$ cat src/rtl/fetch_pkg.sv
// Shared constants, types and the branch-target helper for the instruction fetch stage.
package fetch_pkg;

    localparam logic [31:0] PC_OFFSET        = 32'd8;
    localparam logic [31:0] RESET_PC_DEFAULT = 32'h0000_0000;
    localparam logic [31:0] ARM_NOP          = 32'hE1A0_0000;

    typedef enum logic {
        IDLE = 1'b0,
        REQ  = 1'b1
    } fetch_state_e;

    typedef struct packed {
        logic [31:0] instr;
        logic [31:0] pc;
    } fetch_entry_t;

    // The ARM PC reads two words ahead of the branch; the result is forced word-aligned.
    function automatic logic [31:0] branch_target(input logic [31:0] branch_pc,
                                                  input logic [31:0] ext_imm);
        return (branch_pc + PC_OFFSET + ext_imm) & 32'hFFFF_FFFC;
    endfunction

endpackage

$ cat src/rtl/fetch_buffer.sv
// Two-entry {instr, pc} queue with synchronous clear and same-cycle push/pop.
// Head outputs come straight from the entry-0 register.
module fetch_buffer
    import fetch_pkg::*;
(
    input  logic        clk_i,
    input  logic        rst_i,
    input  logic        clear_i,
    input  logic        push_i,
    input  logic        pop_i,
    input  logic [31:0] instr_i,
    input  logic [31:0] pc_i,
    output logic [31:0] instr_o,
    output logic [31:0] pc_o,
    output logic        valid_o,
    output logic [1:0]  count_o
);

    fetch_entry_t ent0_q, ent0_d;
    fetch_entry_t ent1_q, ent1_d;
    logic [1:0]   count_q, count_d;
    logic [1:0]   occ_after_pop;
    logic         empty, full;
    logic         do_push, do_pop;

    assign empty         = (count_q == 2'd0);
    assign full          = (count_q == 2'd2);
    assign do_pop        = pop_i && !empty;
    assign do_push       = push_i && (!full || do_pop);
    assign occ_after_pop = count_q - {1'b0, do_pop};

    always_comb begin
        ent0_d  = ent0_q;
        ent1_d  = ent1_q;
        count_d = count_q;
        if (clear_i) begin
            count_d = 2'd0;
        end else begin
            if (do_pop) begin
                ent0_d = ent1_q;
            end
            // The incoming word lands in the first slot left free after the pop.
            if (do_push) begin
                if (occ_after_pop == 2'd0) begin
                    ent0_d = '{instr: instr_i, pc: pc_i};
                end else begin
                    ent1_d = '{instr: instr_i, pc: pc_i};
                end
            end
            count_d = count_q + {1'b0, do_push} - {1'b0, do_pop};
        end
    end

    always_ff @(posedge clk_i) begin
        if (rst_i) begin
            ent0_q  <= '0;
            ent1_q  <= '0;
            count_q <= 2'd0;
        end else begin
            ent0_q  <= ent0_d;
            ent1_q  <= ent1_d;
            count_q <= count_d;
        end
    end

    assign instr_o = ent0_q.instr;
    assign pc_o    = ent0_q.pc;
    assign valid_o = !empty;
    assign count_o = count_q;

endmodule

$ cat src/rtl/fetch_unit.sv
// Instruction fetch stage: PC, branch-target adder, request FSM, drop flag and 2-entry queue.
//   state | meaning
//   IDLE  | no request outstanding, waiting for a free queue slot
//   REQ   | IM_Req high, IM_Addr held until IM_Ack
module fetch_unit
    import fetch_pkg::*;
#(
    parameter logic [31:0] RESET_PC  = RESET_PC_DEFAULT,
    parameter int          BUF_DEPTH = 2
) (
    input  logic        CLK,
    input  logic        Reset,
    output logic        IM_Req,
    output logic [31:0] IM_Addr,
    input  logic        IM_Ack,
    input  logic [31:0] IM_RData,
    output logic [31:0] Instr,
    output logic [31:0] InstrPC,
    output logic        InstrValid,
    input  logic        InstrReady,
    input  logic        BranchTaken,
    input  logic [31:0] BranchPC,
    input  logic [31:0] ExtImm
);

    localparam logic [1:0] DepthC = 2'(BUF_DEPTH);

    fetch_state_e state_q, state_d;
    logic [31:0]  pc_q, pc_d;
    logic [31:0]  addr_q, addr_d;
    logic         drop_q, drop_d;

    logic         ack, push, pop, slots_free;
    logic [1:0]   count, count_after;
    logic [31:0]  target;

    assign ack         = (state_q == REQ) && IM_Ack;
    assign pop         = InstrValid && InstrReady && !BranchTaken;
    assign push        = ack && !drop_q && !BranchTaken;
    assign count_after = BranchTaken ? 2'd0 : (count + {1'b0, push} - {1'b0, pop});
    assign slots_free  = (count_after < DepthC);
    assign target      = branch_target(BranchPC, ExtImm);

    always_comb begin
        state_d = state_q;
        pc_d    = pc_q;
        addr_d  = addr_q;
        drop_d  = drop_q;
        if (BranchTaken) begin
            pc_d = target;
            // An un-acked request must complete at its original address; its data is dropped.
            if (state_q == REQ && !IM_Ack) begin
                drop_d = 1'b1;
            end else begin
                state_d = REQ;
                addr_d  = target;
                drop_d  = 1'b0;
            end
        end else if (state_q == IDLE) begin
            if (slots_free) begin
                state_d = REQ;
                addr_d  = pc_q;
            end
        end else if (IM_Ack) begin
            if (drop_q) begin
                drop_d = 1'b0;
                addr_d = pc_q;
            end else begin
                pc_d   = addr_q + 32'd4;
                addr_d = addr_q + 32'd4;
                if (!slots_free) begin
                    state_d = IDLE;
                end
            end
        end
    end

    always_ff @(posedge CLK) begin
        if (Reset) begin
            state_q <= IDLE;
            pc_q    <= RESET_PC;
            addr_q  <= RESET_PC;
            drop_q  <= 1'b0;
        end else begin
            state_q <= state_d;
            pc_q    <= pc_d;
            addr_q  <= addr_d;
            drop_q  <= drop_d;
        end
    end

    assign IM_Req  = (state_q == REQ);
    assign IM_Addr = addr_q;

    fetch_buffer u_buf (
        .clk_i   (CLK),
        .rst_i   (Reset),
        .clear_i (BranchTaken),
        .push_i  (push),
        .pop_i   (pop),
        .instr_i (IM_RData),
        .pc_i    (addr_q),
        .instr_o (Instr),
        .pc_o    (InstrPC),
        .valid_o (InstrValid),
        .count_o (count)
    );

endmodule

$ cat config.mk
export PLATFORM = sky130hd
export DESIGN_NAME = fetch_unit
export DESIGN_NICKNAME = d
export VERILOG_FILES = /design/src/rtl/fetch_pkg.sv /design/src/rtl/fetch_buffer.sv /design/src/rtl/fetch_unit.sv
export SDC_FILE = /design/constraint.sdc
export NUM_CORES = 1
export LEC_CHECK = 0
export ABC_CLOCK_PERIOD_IN_PS = 3750
export BUFFER_PORTS_ARGS = -buffer_cell sky130_fd_sc_hd__buf_4
export CAP_MARGIN = 20
export CORE_MARGIN = 2
export CORE_UTILIZATION = 45
export CTS_CLUSTER_DIAMETER = 50
export DETAILED_ROUTE_END_ITERATION = 10
export PLACE_DENSITY = 0.75
export SETUP_SLACK_MARGIN = 0.15
export SLEW_MARGIN = 20
export SYNTH_ARGS = -nofsm -noshare
export SYNTH_HDL_FRONTEND = slang
export SYNTH_SLANG_ARGS = --single-unit
$ cat constraint.sdc
create_clock -name CLK -period 3.75 [get_ports CLK]
set_input_delay 1.125 -clock CLK [delete_from_list [all_inputs] [get_ports CLK]]
set_output_delay 1.125 -clock CLK [all_outputs]
set_load 0.005 [all_outputs]
# --- Word-level counts from Yosys, hierarchy flattened ---
# Index checks and enable logic that the tools add are counted.
# W data, S select, Z words.
word_totals:
  input_bits: 101
  out_inout_bits: 98
  reg_bits: 196
classes:
  bitwise: 2
  order_cmp: 1
  reduce_logical: 24
  addsub: 8
  n_eq_ne: 3
  n_mux: 23
op_table:
  columns: ["operator", "count"]
  rows:
  - ["$mux W32", 9]
  - ["$mux W64", 3]
  - ["$add A32 B3 Y32 const B", 1]
  - ["$add A32 B32 Y32", 1]
  - ["$add A32 B4 Y32 const B", 1]
  - ["$mux W1", 10]
  - ["$logic_and A1 B1 Y1", 8]
  - ["$reduce_and A3 Y1", 2]
  - ["$sub A2 B1 Y2", 3]
  - ["$logic_not A1 Y1", 5]
  - ["$add A2 B1 Y2", 2]
  - ["$logic_not A2 Y1", 2]
  - ["$reduce_and A2 Y1", 2]
  - ["$reduce_bool A2 Y1", 2]
  - ["$ne A3 B3 Y1 const B", 1]
  - ["$reduce_bool A3 Y1", 1]
  - ["$eq A2 B2 Y1 const B", 1]
  - ["$lt A2 B2 Y1 const B", 1]
  - ["$mux W2", 1]
  - ["$ne A2 B2 Y1 const B", 1]
  - ["$not A1 Y1", 2]
  - ["$reduce_or A2 Y1", 1]
  - ["$logic_or A1 B1 Y1", 1]

# --- Logic depth before layout (Yosys ltp) ---
# Gate-level depths: netlist (run 1).
depth:
  depth_word: 12
  depth_mapped: 13
  mapped_depth_nobuf: 13

# --- Cells and area by module ---
# Synthesis (run 1) repeated with hierarchy kept, for this count alone.
unflattened:
  hier_cells: 1647
  area_unflattened_um2: 13046.3
modules_own_cells:
  columns: ["mod", "cells_each", "n_inst", "area_per_inst_um2", "seq_area_each_um2"]
  rows:
  - ["fetch_buffer", 862, 1, 7270.7, 2602.5]
  - ["fetch_unit", 785, 1, 5775.5, 1321.3]

# --- Worst setup path before layout (run 1) ---
# Ideal clock, no wire load.
synth_timing:
  path_type: "input to register"
  from: "input BranchPC[3]"
  to: "register addr_q[25] (netlist: IM_Addr[25])"
  t_arrival_ns: 3.543
  setup_slack_ns: 0.116
  t_required_ns: 3.659
  stages: 13
  path_cell_list: "inv_1 > ha_1 > inv_1 > ha_1 > nor2b_1 > o2111ai_2 > a211oi_1 > or4b_1 > a311oi_1 > o21ai_0 > xor2_1 > nand2_1 > a311oi_1"
synth_between:
  elab_chain_len: 4
synth_rtl:
  columns: ["element", "line_no", "rtl"]
  rows:
  - ["start, declared", "fetch_unit.sv:22", "input logic [31:0] BranchPC,"]
  - ["$add A32 B4 Y32", "fetch_pkg.sv:21", "return (branch_pc + PC_OFFSET + ext_imm) & 32'hFFFF_FFFC;"]
  - ["$add A32 B32 Y32", "fetch_pkg.sv:21", null]
  - ["$mux W32", "fetch_unit.sv:52", "if (state_q == REQ && !IM_Ack) begin"]
  - ["$mux W32", "fetch_unit.sv:49", "if (BranchTaken) begin"]
  - ["end signal, assigned", "fetch_unit.sv:87", "addr_q <= addr_d;"]
  - ["end, declared", "fetch_unit.sv:30", "logic [31:0] addr_q, addr_d;"]
# Every way passes these cells. The select of a mux whose other input is x is not followed.
# A chain may end at the register's enable or synchronous reset.

# --- Worst setup path in the final report (run 1) ---
layout_timing:
  from: "input BranchPC[6]"
  to: "register pc_q[30]"
layout_between:
  elab_chain_len: 3
layout_rtl:
  columns: ["element", "line_no", "rtl"]
  rows:
  - ["$add A32 B4 Y32", "fetch_pkg.sv:21", null]
  - ["$add A32 B32 Y32", "fetch_pkg.sv:21", null]
  - ["$mux W32", "fetch_unit.sv:49", null]
  - ["end signal, assigned", "fetch_unit.sv:86", "pc_q <= pc_d;"]
  - ["end, declared", "fetch_unit.sv:29", "logic [31:0] pc_q, pc_d;"]
# Every way passes these cells.

==> results.cfg, run 1 <==
[sta]
final_hold_viol_count = 0
fin_tns_setup_ns = 0
period_share_pct = 92.6
finalClockSkew_ns = 0.00950
relSlewSlack_pct = 35.6
clock.fmax_mhz = 288
rsz0062_at_grt = no
period_minus_slack_ns = 3.47
final_max_slew_viol_count = 0
setup_viol = 0
holdWs_ns = 0.453
worst_pin_slew_ns = 0.966

[synthesis]
synth_nets = 1489
syn_inst = 1324
postSynthAreaPerCell_um2 = 8.08
ys_ff_latch = 196
ys_types = 62
ys_seq_area_share_pct = 36.7
synth_edf_count = 0
post-synth-top-area-cell = dfxtp_1
ys.flop_type = dfxtp_1
synth_common_cells = nand2_1, dfxtp_1, nor2_1
yosysWarningCount = 0
async_flop_share_pct = 0
synth_top_cells_by_area = dfxtp_1, ha_1, nand2_1
syn_area_um2 = 10700
yosys.area.top_type_share_pct = 36.7
yosysMostFrequentCell = nand2_1

[layout]
diodes = 0
register_area_um2 = 3920
area_delta_synth_final_pct = 26.1
multi_input_area_um2 = 6460
fillers = 2174
drive_gt1_share_pct = 21.8
fin_nets = 1674

[grt]
grtUsageMet1_pct = 31.5
top_usage_layer = met2
met2_usage_pct = 37.2
gr-total-overflow = 0
grt_pass1_wl_mm = 47.1
grt_use_met3_pct = 4.46
antenna_found_initial = 0
grt_pass1_vias = 9450
track_usage_pct = 23.0
grt_max_degree = 129

[min_path]
hold_class = flop to flop
hold_start = u_buf.ent1_q[42]

[floorplanning]
rows = 56
die_w_um = 158
initial_utilization_pct = 45.7
die_h_um = 158
ios = 199
fp.coreArea_um2 = 23400
die_area_um2 = 25000

[pwr]
p_clk_share_pct = 33.8
swShare_pct = 30.7
power.sequential.fraction_pct = 43.2
cellPowerDensity_nw_per_um2 = 401
power.internal_w = 0.00375
combPwrFrac_pct = 23.0
power_leakage_nw = 5.34
vdd_ir_drop_max_mv = 0.283
power.switching_w = 0.00166

[clock_network]
ctsRootBufferMaster = clkbuf_16
clkLatencyLatePin_ns = 0.43
clock_sinks = 196
cts_buffer_depth = 2
cts_tree = yes
clk_pin_slew_ns = 0.08
cts_buffers = 17
htree_levels = 4

[critical_path]
crit_fanout = 4
end_kind = flop
critPathKind = input pin to flop
reg2reg_from = IM_Addr[3]
startpoint_type = input pin
critPathArrivalTime_ns = 3.77
crit_start = BranchPC[6]
required_ns = 4.05

[route]
routed-via-count = 10128
via_per_inst = 5.50
ant_nets = 0
drt_wl_total_mm = 29.0
drc = 0
drt_iter0_markers = 767
dr.pass1.iters = 5
wire_per_inst_um = 15.7

[place]
io_buffers = 198
dp_hpwl_mm = 20.2
gp_congestion = 0.849

[status]
outcome = finished clean

[job]
maxCapViolCount = 0
state kept, by name (all words and copies together), names as in the netlist:
name,count
pc_q,32
u_buf.count_o,2
u_buf.instr_o,32
drop_q,1
u_buf.ent1_q,64
IM_Req,1
IM_Addr,32
u_buf.pc_o,32
placed cells by master, fill, tap and decap left out, types with 17 or more instances in the layout:
| cell | Yosys | final |
|---|---|---|
| o21ai_0 | 30 | 28 |
| buf_4 | 1 | 259 |
| a21oi_1 | 129 | 129 |
| xor2_1 | 26 | 26 |
| xnor2_1 | 30 | 30 |
| a211oi_1 | 104 | 102 |
| nor2_1 | 160 | 159 |
| mux2i_1 | 67 | 67 |
| o211ai_1 | 25 | 25 |
| ha_1 | 63 | 57 |
| nand2_1 | 209 | 208 |
| clkbuf_16 | 0 | 17 |
| nor3_1 | 19 | 19 |
| dfxtp_1 | 196 | 196 |
final cells by class:
| cell class | instances | area share [%] |
|---|---|---|
| clock inverter | 15 | 1.21 |
| tap | 319 | 2.96 |
| inverter | 18 | 0.501 |
| clock buffer | 17 | 3.16 |
| sequential | 196 | 29.1 |
| multi-input combinational | 1012 | 48.0 |
| timing repair buffer | 264 | 15.1 |
cells by family after synthesis:
logic type / count (synthesis) / share of synthesized area [%]
AND/OR/NAND/NOR: 455 / 18.0
AO/OA/AOI/OAI: 370 / 22.6
flip-flops: 196 / 36.7
buffers and inverters: 116 / 4.29
multiplexers: 67 / 6.27
adder cells (fa/ha/maj): 64 / 7.56
XOR/XNOR: 56 / 4.59
metrics by stage:
stage	worst slack [ns]	cell area [µm²]	power, W	std cells	utilization, %
2_1_floorplan	0.163	10700	0.00308	1324	-
3_3_place_gp	-0.261	12800	0.00357	1809	54.7
3_5_place_dp	-0.308	12800	0.00360	1809	54.7
4_1_cts	0.152	13400	0.00542	1841	57.2
5_1_grt	0.156	13500	0.00569	1841	57.6
6_report	0.276	13500	0.00541	1841	57.6
path summary, 6_finish.rpt:
| path | end | slack (ns) | cells after the start |
|---|---|---|---|
| hold reg to reg | u_buf.ent1_q[42] | 0.45 | 2 |
| setup / recovery | pc_q[30] | 0.28 | 12 |
| setup reg to reg | IM_Addr[28] | 0.83 | 11 |
| hold / removal | u_buf.ent1_q[42] | 0.45 | 2 |
metal layers:
layer,vias up,share of wire (%)
met5,-,0
met4,0,1.2
met3,28,6.8
met2,325,46
met1,4676,47
li1,5099,-
critical path, stage by stage:
cell,delay [ns]
buf_4,0.11
ha_1,0.29
ha_1,0.31
and2_1,0.16
a221o_1,0.33
o21ai_1,0.26
a21oi_1,0.15
a211oi_1,0.31
o21bai_1,0.15
a31o_2,0.29
a22oi_1,0.18
o41ai_1,0.11
timing repair:
item,4_1_cts,5_1_grt
buffers inserted,0,0
hold buffers,0,0
resized for setup,0,12
endpoints found under the setup margin,0,11
power by group through the flow:
stage	Clock, W	Combinational (W)	Sequential, W
floorplan	0	0.000734	0.00234
global route	0.00195	0.00139	0.00235
detailed placement	0	0.00121	0.00238
finish	0.00183	0.00124	0.00234
CTS	0.00186	0.00122	0.00233
global placement	0	0.00119	0.00238
Note: power is estimated with default switching activity, not from simulation.
==> inputs of run 2 (changes only) <==
--- a/config.mk
+++ b/config.mk
@@ -13,6 +13,7 @@
 export CTS_CLUSTER_DIAMETER = 50
 export DETAILED_ROUTE_END_ITERATION = 10
 export PLACE_DENSITY = 0.75
+export RECOVER_POWER = 25
 export SETUP_SLACK_MARGIN = 0.15
 export SLEW_MARGIN = 20
 export SYNTH_ARGS = -nofsm -noshare
==> results.cfg, run 2 (synthesized netlist as in run 1, its figures left out) <==
[pwr]
power_leakage_nw = 5.20
vdd_ir_drop_max_mv = 0.280
cellPowerDensity_nw_per_um2 = 404

[critical_path]
rr_worst_depth = 11
critPathKind = input pin to flop
critPathMaxStageDelay_ns = 0.33
crit_fanout = 4
path_buf_inv = 1
critPathArrivalTime_ns = 3.78
regToRegEndpoint = IM_Addr[28]
cp_slowest_cell = a221o_1
crit_chain = buf_4 -> ha_1 -> ha_1 -> and2_1 -> a221o_1 -> o21ai_1 -> a21oi_1 -> a211oi_1 -> o21bai_1 -> a31o_2 -> a22oi_1 -> o41ai_1
critPathMostFrequentCell = ha_1
reg2reg_from = IM_Addr[3]
r2r_slack_ns = 0.48
end_kind = flop
cpLargestDelayFamily = compound AO/OA/AOI/OAI gates
required_ns = 4.00
startpoint_type = input pin

[route]
routed-via-count = 10083
ant_nets = 0
drt_iter0_markers = 717
drt_wl_total_mm = 28.9
via_per_inst = 5.48
drc = 0
dr.pass1.iters = 5
wire_per_inst_um = 15.7

[place]
dp_hpwl_mm = 20.2
gp_congestion = 0.849
placed_area_um2 = 12800
io_buffers = 198

[grt]
track_usage_pct = 23.0
grt_pass1_vias = 9450
grt_pass1_wl_mm = 47.1
gr-total-overflow = 0
antenna_found_initial = 0
grt_max_degree = 129

[sta]
final_hold_viol_count = 0
finalClockSkew_ns = 0.00986
worst_pin_slew_ns = 1.68
period_minus_slack_ns = 3.53
holdWs_ns = 0.453
rsz0062_at_grt = no
setup_viol = 0
period_share_pct = 94.1
clock.fmax_mhz = 283
fin_tns_setup_ns = 0
relSlewSlack_pct = -11.8
final_max_slew_viol_count = 80

[min_path]
hold_class = flop to flop
hold_start = u_buf.ent1_q[42]
worstHoldEndpoint = u_buf.ent1_q[42]
hold-path-cell-count = 2

[clock_network]
htree_levels = 4
clkLatencyLatePin_ns = 0.43
cts_tree = yes
cts_hold_buffers = 0
ctsRootBufferMaster = clkbuf_16
clock_sinks = 196
cts_buffer_depth = 2
clk_pin_slew_ns = 0.08
postCtsSetupBuffers = 0
cts_buffers = 17

[layout]
largest_register_ffs = 64
layout.cells.most_common = nand2_1
stdcell_area_um2 = 13400
layout_common_cells = nand2_1, dfxtp_1, buf_4
diodes = 0
top_register = u_buf.ent1_q
finish.utilization_pct = 57.1
fin_nets = 1674
register_area_um2 = 3920
fillers = 2201
area_delta_synth_final_pct = 24.9
multi_input_area_um2 = 6460
drive_gt1_share_pct = 20.0

[floorplanning]
fp.coreArea_um2 = 23400
initial_utilization_pct = 45.7
die_w_um = 158
rows = 56
die_h_um = 158
die_area_um2 = 25000
ios = 199

[status]
failed_checks = capacitance limit, slew limit
outcome = finished with violations

[job]
maxCapViolCount = 1
-- run 2: per-stage QoR --
step | setup slack (ns) | power, W | instances
after floorplan | 0.163 | 0.00308 | 1324
after global placement | -0.261 | 0.00357 | 1809
after detailed placement | -0.308 | 0.00360 | 1809
after CTS | 0.152 | 0.00542 | 1841
after global routing | 0.128 | 0.00567 | 1841
final | 0.220 | 0.00539 | 1841
-- run 2: worst reg2reg max path, stage by stage, from the launching register on --
cell	delay (ns)
dfxtp_1	0.32
clkbuf_1	0.36
ha_1	0.27
nand3_1	0.13
nor2_1	0.24
nand4_1	0.31
nor2_1	0.47
nand4_1	0.25
a31o_2	0.30
a22oi_1	0.17
a2bb2oi_1	0.17
o41ai_1	0.08
-- run 2: how the worst max path moves through the flow --
stage / from / to / cells after the start
final: BranchPC[6] / pc_q[30] / 12
after global routing: BranchPC[2] / IM_Addr[25] / 13
after CTS: BranchPC[6] / pc_q[30] / 12
after detailed placement: BranchPC[6] / pc_q[30] / 12
after global placement: BranchPC[6] / pc_q[30] / 12
after floorplan: BranchPC[3] / IM_Addr[25] / 13
-- run 2: final cells by class --
cell class,instances,area share [%]
Timing Repair Buffer,264,14.3
Sequential cell,196,29.4
Tap cell,319,2.99
Clock inverter,15,1.22
Inverter,18,0.506
Multi-Input combinational cell,1012,48.4
Clock buffer,17,3.19
-- run 2: timing repair --
action,4_1_cts,5_1_grt
resized for setup,0,12
endpoints found under the setup margin,0,11
hold endpoints to repair,0,0
-- run 2: per-layer routing --
metal,vias up,track usage [%],wire (µm)
li1,5100,-,-
met1,4644,31.5,13500
met3,21,4.46,1950
met5,-,0,0
met4,0,6.05,244
met2,318,37.2,13200
-- run 2: power by group --
part,internal [W],switching (W),total (W)
clock,0.000949,0.000879,0.00183
sequential,0.00220,0.000132,0.00234
combinational,0.000580,0.000646,0.00123
